File: config.mk
export PLATFORM = sky130hd
export DESIGN_NAME = rv32i_io_responder
export DESIGN_NICKNAME = d
export VERILOG_FILES = /design/src/rtl/rv32i_io_responder.sv
export SDC_FILE = /design/constraint.sdc
export NUM_CORES = 1
export LEC_CHECK = 0
export ABC_AREA = 1
export CORE_MARGIN = 2
export CORE_UTILIZATION = 37
export CTS_CLUSTER_SIZE = 24
export DETAILED_ROUTE_END_ITERATION = 8
export PLACE_DENSITY = 0.71
export RECOVER_POWER = 100
export SETUP_SLACK_MARGIN = 0.02
export SLEW_MARGIN = 15
export SYNTH_ARGS = -nofsm -noshare
export SYNTH_HDL_FRONTEND = slang
export SYNTH_SLANG_ARGS = --single-unit
File: constraint.sdc
create_clock -name clk -period 1.5 [get_ports clk]
set_input_delay 0.3 -clock clk [delete_from_list [all_inputs] [get_ports clk]]
set_output_delay 0.3 -clock clk [all_outputs]
set_load 0.1 [all_outputs]
File: src/rtl/rv32i_io_responder.sv
// rv32i_io_responder
// Memory-mapped IO responder for the data-side IO port of the rv32i pipeline.
// Read data is registered (one-cycle latency, read-before-write), in step with
// the synchronous data RAM. Writes are word-addressed with per-byte enables.
//
// Register map (byte offset from BASE_ADDR):
//   0x00 LED   RW   led_out value, bits above LED_WIDTH read 0
//   0x04 SW    RO   sw_in after a 2-flop synchronizer, zero-extended
//   0x08 CYCLE RO   free-running cycle counter
//   0x0C TCNT  RW   timer count          (IO_TIMER_EN only)
//   0x10 TCMP  RW   timer compare value  (IO_TIMER_EN only)
//   0x14 TCTRL      bit0 EN, bit1 AUTO, bit2 FLAG (W1C), bit3 IE (IO_TIMER_EN only)
//   0x18 ID    RO   32'h5256_3332
//
// Build option: define IO_TIMER_EN to include the compare timer. Without it the
// timer offsets read 0, ignore writes, and irq_out is tied low.
//
// Ports:
//   clk       system clock, rising edge
//   reset     synchronous active-high reset
//   io_we     write enable from memory stage
//   io_addr   word address [31:2]
//   io_be     byte enables, bit n covers io_wdata[8n+7:8n]
//   io_wdata  lane-aligned write data
//   io_rdata  registered read data
//   sw_in     asynchronous switch inputs
//   led_out   LED register
//   irq_out   timer interrupt level (FLAG & IE)
module rv32i_io_responder #(
    parameter logic [31:0] BASE_ADDR = 32'h0000_FF00,
    parameter int          LED_WIDTH = 8,
    parameter int          SW_WIDTH  = 8
) (
    input  logic                 clk,
    input  logic                 reset,
    input  logic                 io_we,
    input  logic [31:2]          io_addr,
    input  logic [3:0]           io_be,
    input  logic [31:0]          io_wdata,
    output logic [31:0]          io_rdata,
    input  logic [SW_WIDTH-1:0]  sw_in,
    output logic [LED_WIDTH-1:0] led_out,
    output logic                 irq_out
);

    localparam logic [5:0]  OFF_LED   = 6'd0;
    localparam logic [5:0]  OFF_SW    = 6'd1;
    localparam logic [5:0]  OFF_CYCLE = 6'd2;
    localparam logic [5:0]  OFF_TCNT  = 6'd3;
    localparam logic [5:0]  OFF_TCMP  = 6'd4;
    localparam logic [5:0]  OFF_TCTRL = 6'd5;
    localparam logic [5:0]  OFF_ID    = 6'd6;
    localparam logic [31:0] ID_WORD   = 32'h5256_3332;

    logic       hit;
    logic [5:0] word_sel;
    logic       wr_en;

    assign hit      = (io_addr[31:8] == BASE_ADDR[31:8]);
    assign word_sel = io_addr[7:2];
    assign wr_en    = io_we && hit;

    // Depending on LED_WIDTH and the timer option, some write-data / enable
    // bits feed nothing; fold them here so they are visibly intentional.
    logic unused_wr_bits;
    assign unused_wr_bits = ^{io_wdata, io_be};

    logic [LED_WIDTH-1:0] led_q, led_d;
    logic [SW_WIDTH-1:0]  sw_meta_q, sw_sync_q;
    logic [31:0]          cycle_q, cycle_d;
    logic [31:0]          rdata_q, rdata_d;
    logic [31:0]          tcnt_rd, tcmp_rd, tctrl_rd;

    // Byte-merged LED write value, one bit at a time so only the implemented
    // LED bits are built.
    genvar gi;
    generate
        for (gi = 0; gi < LED_WIDTH; gi++) begin : g_led_merge
            assign led_d[gi] = io_be[gi / 8] ? io_wdata[gi] : led_q[gi];
        end
    endgenerate

    assign cycle_d = cycle_q + 32'd1;

    always_comb begin
        rdata_d = '0;
        if (hit) begin
            case (word_sel)
                OFF_LED:   rdata_d = 32'(led_q);
                OFF_SW:    rdata_d = 32'(sw_sync_q);
                OFF_CYCLE: rdata_d = cycle_q;
                OFF_TCNT:  rdata_d = tcnt_rd;
                OFF_TCMP:  rdata_d = tcmp_rd;
                OFF_TCTRL: rdata_d = tctrl_rd;
                OFF_ID:    rdata_d = ID_WORD;
                default:   rdata_d = '0;
            endcase
        end
    end

    always_ff @(posedge clk) begin
        if (reset) begin
            led_q     <= '0;
            sw_meta_q <= '0;
            sw_sync_q <= '0;
            cycle_q   <= '0;
            rdata_q   <= '0;
        end else begin
            if (wr_en && (word_sel == OFF_LED)) begin
                led_q <= led_d;
            end
            sw_meta_q <= sw_in;
            sw_sync_q <= sw_meta_q;
            cycle_q   <= cycle_d;
            // Sampled from current register state, so a same-cycle write is
            // only visible on the following read.
            rdata_q   <= rdata_d;
        end
    end

    assign io_rdata = rdata_q;
    assign led_out  = led_q;

`ifdef IO_TIMER_EN
    logic [31:0] be_mask;
    generate
        for (gi = 0; gi < 4; gi++) begin : g_be_mask
            assign be_mask[8*gi +: 8] = {8{io_be[gi]}};
        end
    endgenerate

    logic [31:0] tcnt_q, tcmp_q, tcnt_d, tcmp_d;
    logic        en_q, auto_q, flag_q, ie_q;
    logic        match;

    assign tcnt_d = (tcnt_q & ~be_mask) | (io_wdata & be_mask);
    assign tcmp_d = (tcmp_q & ~be_mask) | (io_wdata & be_mask);
    assign match  = en_q && (tcnt_q == tcmp_q);

    // Later assignments win: hardware count/reload, then software writes,
    // then the hardware FLAG set (so a match beats a same-cycle W1C).
    always_ff @(posedge clk) begin
        if (reset) begin
            tcnt_q <= '0;
            tcmp_q <= '0;
            en_q   <= 1'b0;
            auto_q <= 1'b0;
            flag_q <= 1'b0;
            ie_q   <= 1'b0;
        end else begin
            if (match) begin
                // Auto mode reloads and keeps running; one-shot holds and stops.
                if (auto_q) begin
                    tcnt_q <= '0;
                end
                en_q <= auto_q;
            end else if (en_q) begin
                tcnt_q <= tcnt_q + 32'd1;
            end
            if (wr_en && (word_sel == OFF_TCNT)) begin
                tcnt_q <= tcnt_d;
            end
            if (wr_en && (word_sel == OFF_TCMP)) begin
                tcmp_q <= tcmp_d;
            end
            if (wr_en && (word_sel == OFF_TCTRL) && io_be[0]) begin
                en_q   <= io_wdata[0];
                auto_q <= io_wdata[1];
                ie_q   <= io_wdata[3];
                if (io_wdata[2]) begin
                    flag_q <= 1'b0;
                end
            end
            if (match) begin
                flag_q <= 1'b1;
            end
        end
    end

    assign tcnt_rd  = tcnt_q;
    assign tcmp_rd  = tcmp_q;
    assign tctrl_rd = {28'd0, ie_q, flag_q, auto_q, en_q};
    assign irq_out  = flag_q & ie_q;
`else
    assign tcnt_rd  = '0;
    assign tcmp_rd  = '0;
    assign tctrl_rd = '0;
    assign irq_out  = 1'b0;
`endif

endmodule

---- Word-level counts from Yosys, hierarchy flattened ----
Cells that the tools add are included.
word-level totals
  register bits ........................... 88
  output and inout port bits .............. 41
cells by class
  $add $sub $neg .......................... 1
  eq/ne operators ......................... 4
  multiplexer cells ....................... 1
  bitwise operators ....................... 1
  reduce and logical (&&, ||, !) cells .... 5
operators by type and width
  cell                                                  count
  case mux 32 bit (4 select lines)                      1
  adder 32 x 1 -> 32 bit, second input constant         1
  equality test 24 x 8 -> 1 bit, second input constant  1
  equality test 6 x 1 -> 1 bit, second input constant   1
  equality test 6 x 2 -> 1 bit, second input constant   1
  equality test 6 x 3 -> 1 bit, second input constant   1
  zero test 6 bit                                       1
  logical AND 1 bit                                     2
  AND reduction 2 bit                                   1
  OR reduction 2 bit                                    1
  inverter 1 bit                                        1

---- Depth between registers and ports, before layout ----
  word-level depth ........................ 4
  depth in mapped cells ................... 9

---- Worst setup path before layout ----
No wires, ideal clock.
  path kind ............................... register to register
  start point ............................. register led_q[6] (netlist: led_out[6])
  end point ............................... register rdata_q[6] (netlist: io_rdata[6])
  stages on the path, launching flop included .. 5
  library setup time ...................... 0.065 ns
  slack ................................... 0.172 ns
  data required time ...................... 1.435 ns
  data arrival time ....................... 1.263 ns
  path through ............................ dfxtp_1 nand2_1 o21ai_1 nor2_1 nor2_1
on the way
  longest elaborated chain between the ends .. 1
ends and longest elaborated chain
  element                           line  text
  from (decl)                       68    logic [LED_WIDTH-1:0] led_q, led_d;
  from (signal assigned)            110   led_q <= led_d;
  case mux 32 bit (4 select lines)  88    case (word_sel)
  to (signal assigned)              117   rdata_q <= rdata_d;
  to (decl)                         71    logic [31:0] rdata_q, rdata_d;
Every way passes these cells.
A chain may end at the register's enable or synchronous reset.

---- Final worst setup path ----
  start point ............................. register led_q[3] (netlist: led_out[3])
  end point ............................... output port led_out[3]
RTL lines
  element    line  text
  to (decl)  42    output logic [LED_WIDTH-1:0] led_out,
No word-level cell between the ends.

==> results.py <==
metrics = {
    "timing": {
        "grt_setup_unrepaired": "true",
        "finalCritPeriodShare": 0.9370,
        "drv_slew": 0,
        "period_needed_ns": 1.406,
        "fin_skew_ns": 0.008606,
        "finalHoldViolCount": 0,
        "setup_viol": 0,
        "timing.final.ws_setup_ns": 0.09445,
        "setup_tns_ns": 0,
        "hold-worst-slack_ns": 0.4069,
        "fmax_mhz": 711.5,
    },
    "floorplan": {
        "rows": 37,
        "top_level_ports": 118,
        "die_y_um": 108.1,
        "die_x_um": 108.1,
        "core_sq_um": 10420,
        "dieArea_sq_um": 11680,
        "start_util": 0.3846,
    },
    "detailed_routing": {
        "wire_per_inst_um": 12.08,
        "first_pass_iters": 4,
        "ant_nets": 0,
        "via_per_inst": 4.585,
        "vias": 3755,
        "drcViolationCount": 0,
        "drt_wl_total_um": 9896,
        "first_iter_violations": 169,
    },
    "critical_path": {
        "endpoint_kind": "output pin",
        "crit_type": "reg2out",
        "path_buf_inv": 1,
        "crit_family": "flip-flops",
        "start_kind": "register",
        "cp_slowest_cell": "dfxtp_1",
        "cp.arrival_ns": 1.11,
        "cp_slowest_stage_delay_ns": 0.39,
        "cp.required_ns": 1.20,
        "crit_fanout": 3,
        "path_cells": "clkbuf_4",
    },
    "finish": {
        "diodes": 0,
        "fillCellCount": 1030,
        "drive_gt1_frac": 0.1845,
        "final_nets": 756,
        "syn_to_final_growth_pct": 32.20,
        "finalInstanceArea_sq_um": 5296,
        "stdcell_count": 819,
    },
    "logic_synthesis": {
        "ys_ff_latch": 88,
        "synth_cell_types": 34,
        "synth_nets": 642,
        "synth.avg_cell_area_sq_um": 7.103,
        "ys_warn_count": 0,
        "synth_area_sq_um": 4006,
        "syn_inst": 564,
        "seq_area_frac_synth": 0.4397,
    },
    "min_path": {
        "hp-class": "reg2reg",
    },
    "grt": {
        "grt_pass1_vias": 3828,
        "antenna_found_initial": 0,
        "grt_pass1_wl_um": 16760,
        "grt_max_degree": 18,
        "track_usage": 0.1806,
        "grt.overflow.total": 0,
    },
    "placement": {
        "pre_cts_ws_ns": -0.2980,
        "gp_congestion": 0.8901,
        "dp.cells": 803,
        "port_buffers": 89,
        "dpl.hpwl_um": 8125,
        "post_dp_cell_area_sq_um": 5635,
    },
    "pwr": {
        "internal-power_uw": 3166,
        "switchingPower_uw": 1063,
        "swShare": 0.2514,
        "pwr-share-comb": 0.076,
        "power.leakage_uw": 0.002096,
        "p_clk_frac": 0.363,
        "peakVddDrop_uv": 402.1,
        "powerDensity_nw_per_um2": 798.5,
        "p_seq_frac": 0.561,
    },
    "clocking": {
        "cts_sinks": 88,
        "htree_levels": 3,
        "post_cts_buffers": 0,
        "clk_latency_ns": 0.36,
        "cts_buffers": 9,
        "cts_resized": 0,
        "cts_tree": "done",
        "path_clk_slew_ns": 0.09,
        "cts_hold_buf": 0,
        "cts-root-buf": "clkbuf_8",
        "clock_path_buffers": 2,
    },
    "job": {
        "cap_violations": 0,
    },
    "run_status": {
        "status": "complete, no violations",
    },
}
-- metal layers --
metal	vias to the layer above	track usage	wire length, um
met5	-	0	0
met4	0	0.08242	255
met3	22	0.03677	466
met2	94	0.3257	5092
met1	1676	0.2041	4081
li1	1963	-	-
-- flip-flops by register name (all words and copies together), names as in the netlist --
register   count
cycle_q       32
io_rdata      32
sw_sync_q      8
led_out        8
sw_meta_q      8
-- worst paths after layout --
path | start | to | slack (ns) | cells after the start
worst max-delay path | led_out[3]$_SDFFE_PP0P_ | led_out[3] | 0.09 | 1
worst min-delay path | sw_meta_q[4]$_SDFF_PP0_ | sw_sync_q[4]$_SDFF_PP0_ | 0.41 | 2
worst max register to register | cycle_q[7]$_SDFF_PP0_ | cycle_q[14]$_SDFF_PP0_ | 0.11 | 6
worst min register to register | sw_meta_q[4]$_SDFF_PP0_ | sw_sync_q[4]$_SDFF_PP0_ | 0.41 | 2
-- cells by family (layout without fill, tap and decap cells) --
logic type                 after synthesis  count (layout)  synth area share
and+or+nand+nor                        335             335            0.3973
xor gates and xnor gates                 2               2          0.004373
buffers and inverters                   90             209           0.08838
adders and majority gates                1               1          0.003123
AOI/OAI and AO/OA                       47              47           0.06621
other                                    1               1         0.0009360
DFF                                     88              88            0.4397
-- power by group through the flow --
stage          combinational [uW]  clock [uW]  sequential, uW
4_1_cts                       327        1560            2370
6_report                      320        1540            2370
3_5_place_dp                  326           0            2430
2_1_floorplan                 133           0            2420
5_1_grt                       354        1690            2380
3_3_place_gp                  316           0            2430
-- synth_stat cells --
cell type	count	share of area
a21oi_1	26	0.032
conb_1	1	0.00094
buf_6	1	0.0028
o21ai_1	5	0.0062
nor3_1	5	0.0062
nand2_4	2	0.0056
nand3_2	2	0.0050
dfxtp_1	88	0.44
nor2_4	11	0.031
o21ai_2	1	0.0022
nand3_1	9	0.011
a31oi_1	1	0.0016
nand3b_1	8	0.015
nand3_4	2	0.0087
xor2_1	1	0.0022
ha_1	1	0.0031
buf_2	4	0.0050
nand2_1	115	0.11
nand2_2	5	0.0078
xnor2_1	1	0.0022
buf_1	3	0.0028
o2bb2ai_1	6	0.013
clkbuf_1	2	0.0019
inv_1	74	0.069
nand4_1	12	0.019
o21a_1	1	0.0019
nor2_2	21	0.033
nor2_1	138	0.13
nor2_8	2	0.010
inv_2	5	0.0047
nor3_2	2	0.0050
o21ai_0	7	0.0087
buf_4	1	0.0019
nand4_2	1	0.0031
-- area by class of cell --
class	instances	area, sq um	area share
Multi-Input combinational cell	386	1883	0.3555
Inverter	79	299.0	0.05646
Clock buffer	9	123.9	0.02339
Sequential cell	88	1765	0.3333
Clock inverter	7	60.06	0.01134
Tap cell	136	170.2	0.03213
Timing Repair Buffer	114	994.7	0.1878
-- worst register-to-register path, cell delays in order (launching register included) --
cell and delay (ns):
dfxtp_1 0.40, nand2_1 0.11, nor2_1 0.20, nand2_1 0.12
nor2_2 0.22, xor2_1 0.18, nor2_1 0.06
-- cells in the final DEF, fill, tap and decap left out, types with 6 or more instances in the layout --
cell type and n:
dfxtp_1 85, nor2_1 147, nor2_2 10, nor2_4 13, nand2_1 116, a21oi_1 26, nand3b_1 8, buf_4 15
clkdlybuf4s50_1 48, nand3_1 9, clkbuf_4 40, o2bb2ai_1 6, clkbuf_8 9, inv_1 74, o21ai_0 7, nand4_1 12
-- metrics by stage --
step / utilization / power [uW]
floorplan: - / 2557
global placement: 0.5410 / 2742
detailed placement: 0.5410 / 2754
CTS: 0.5587 / 4264
global route: 0.5085 / 4422
finish: 0.5085 / 4229
Note: power is estimated with default switching activity, not from simulation.
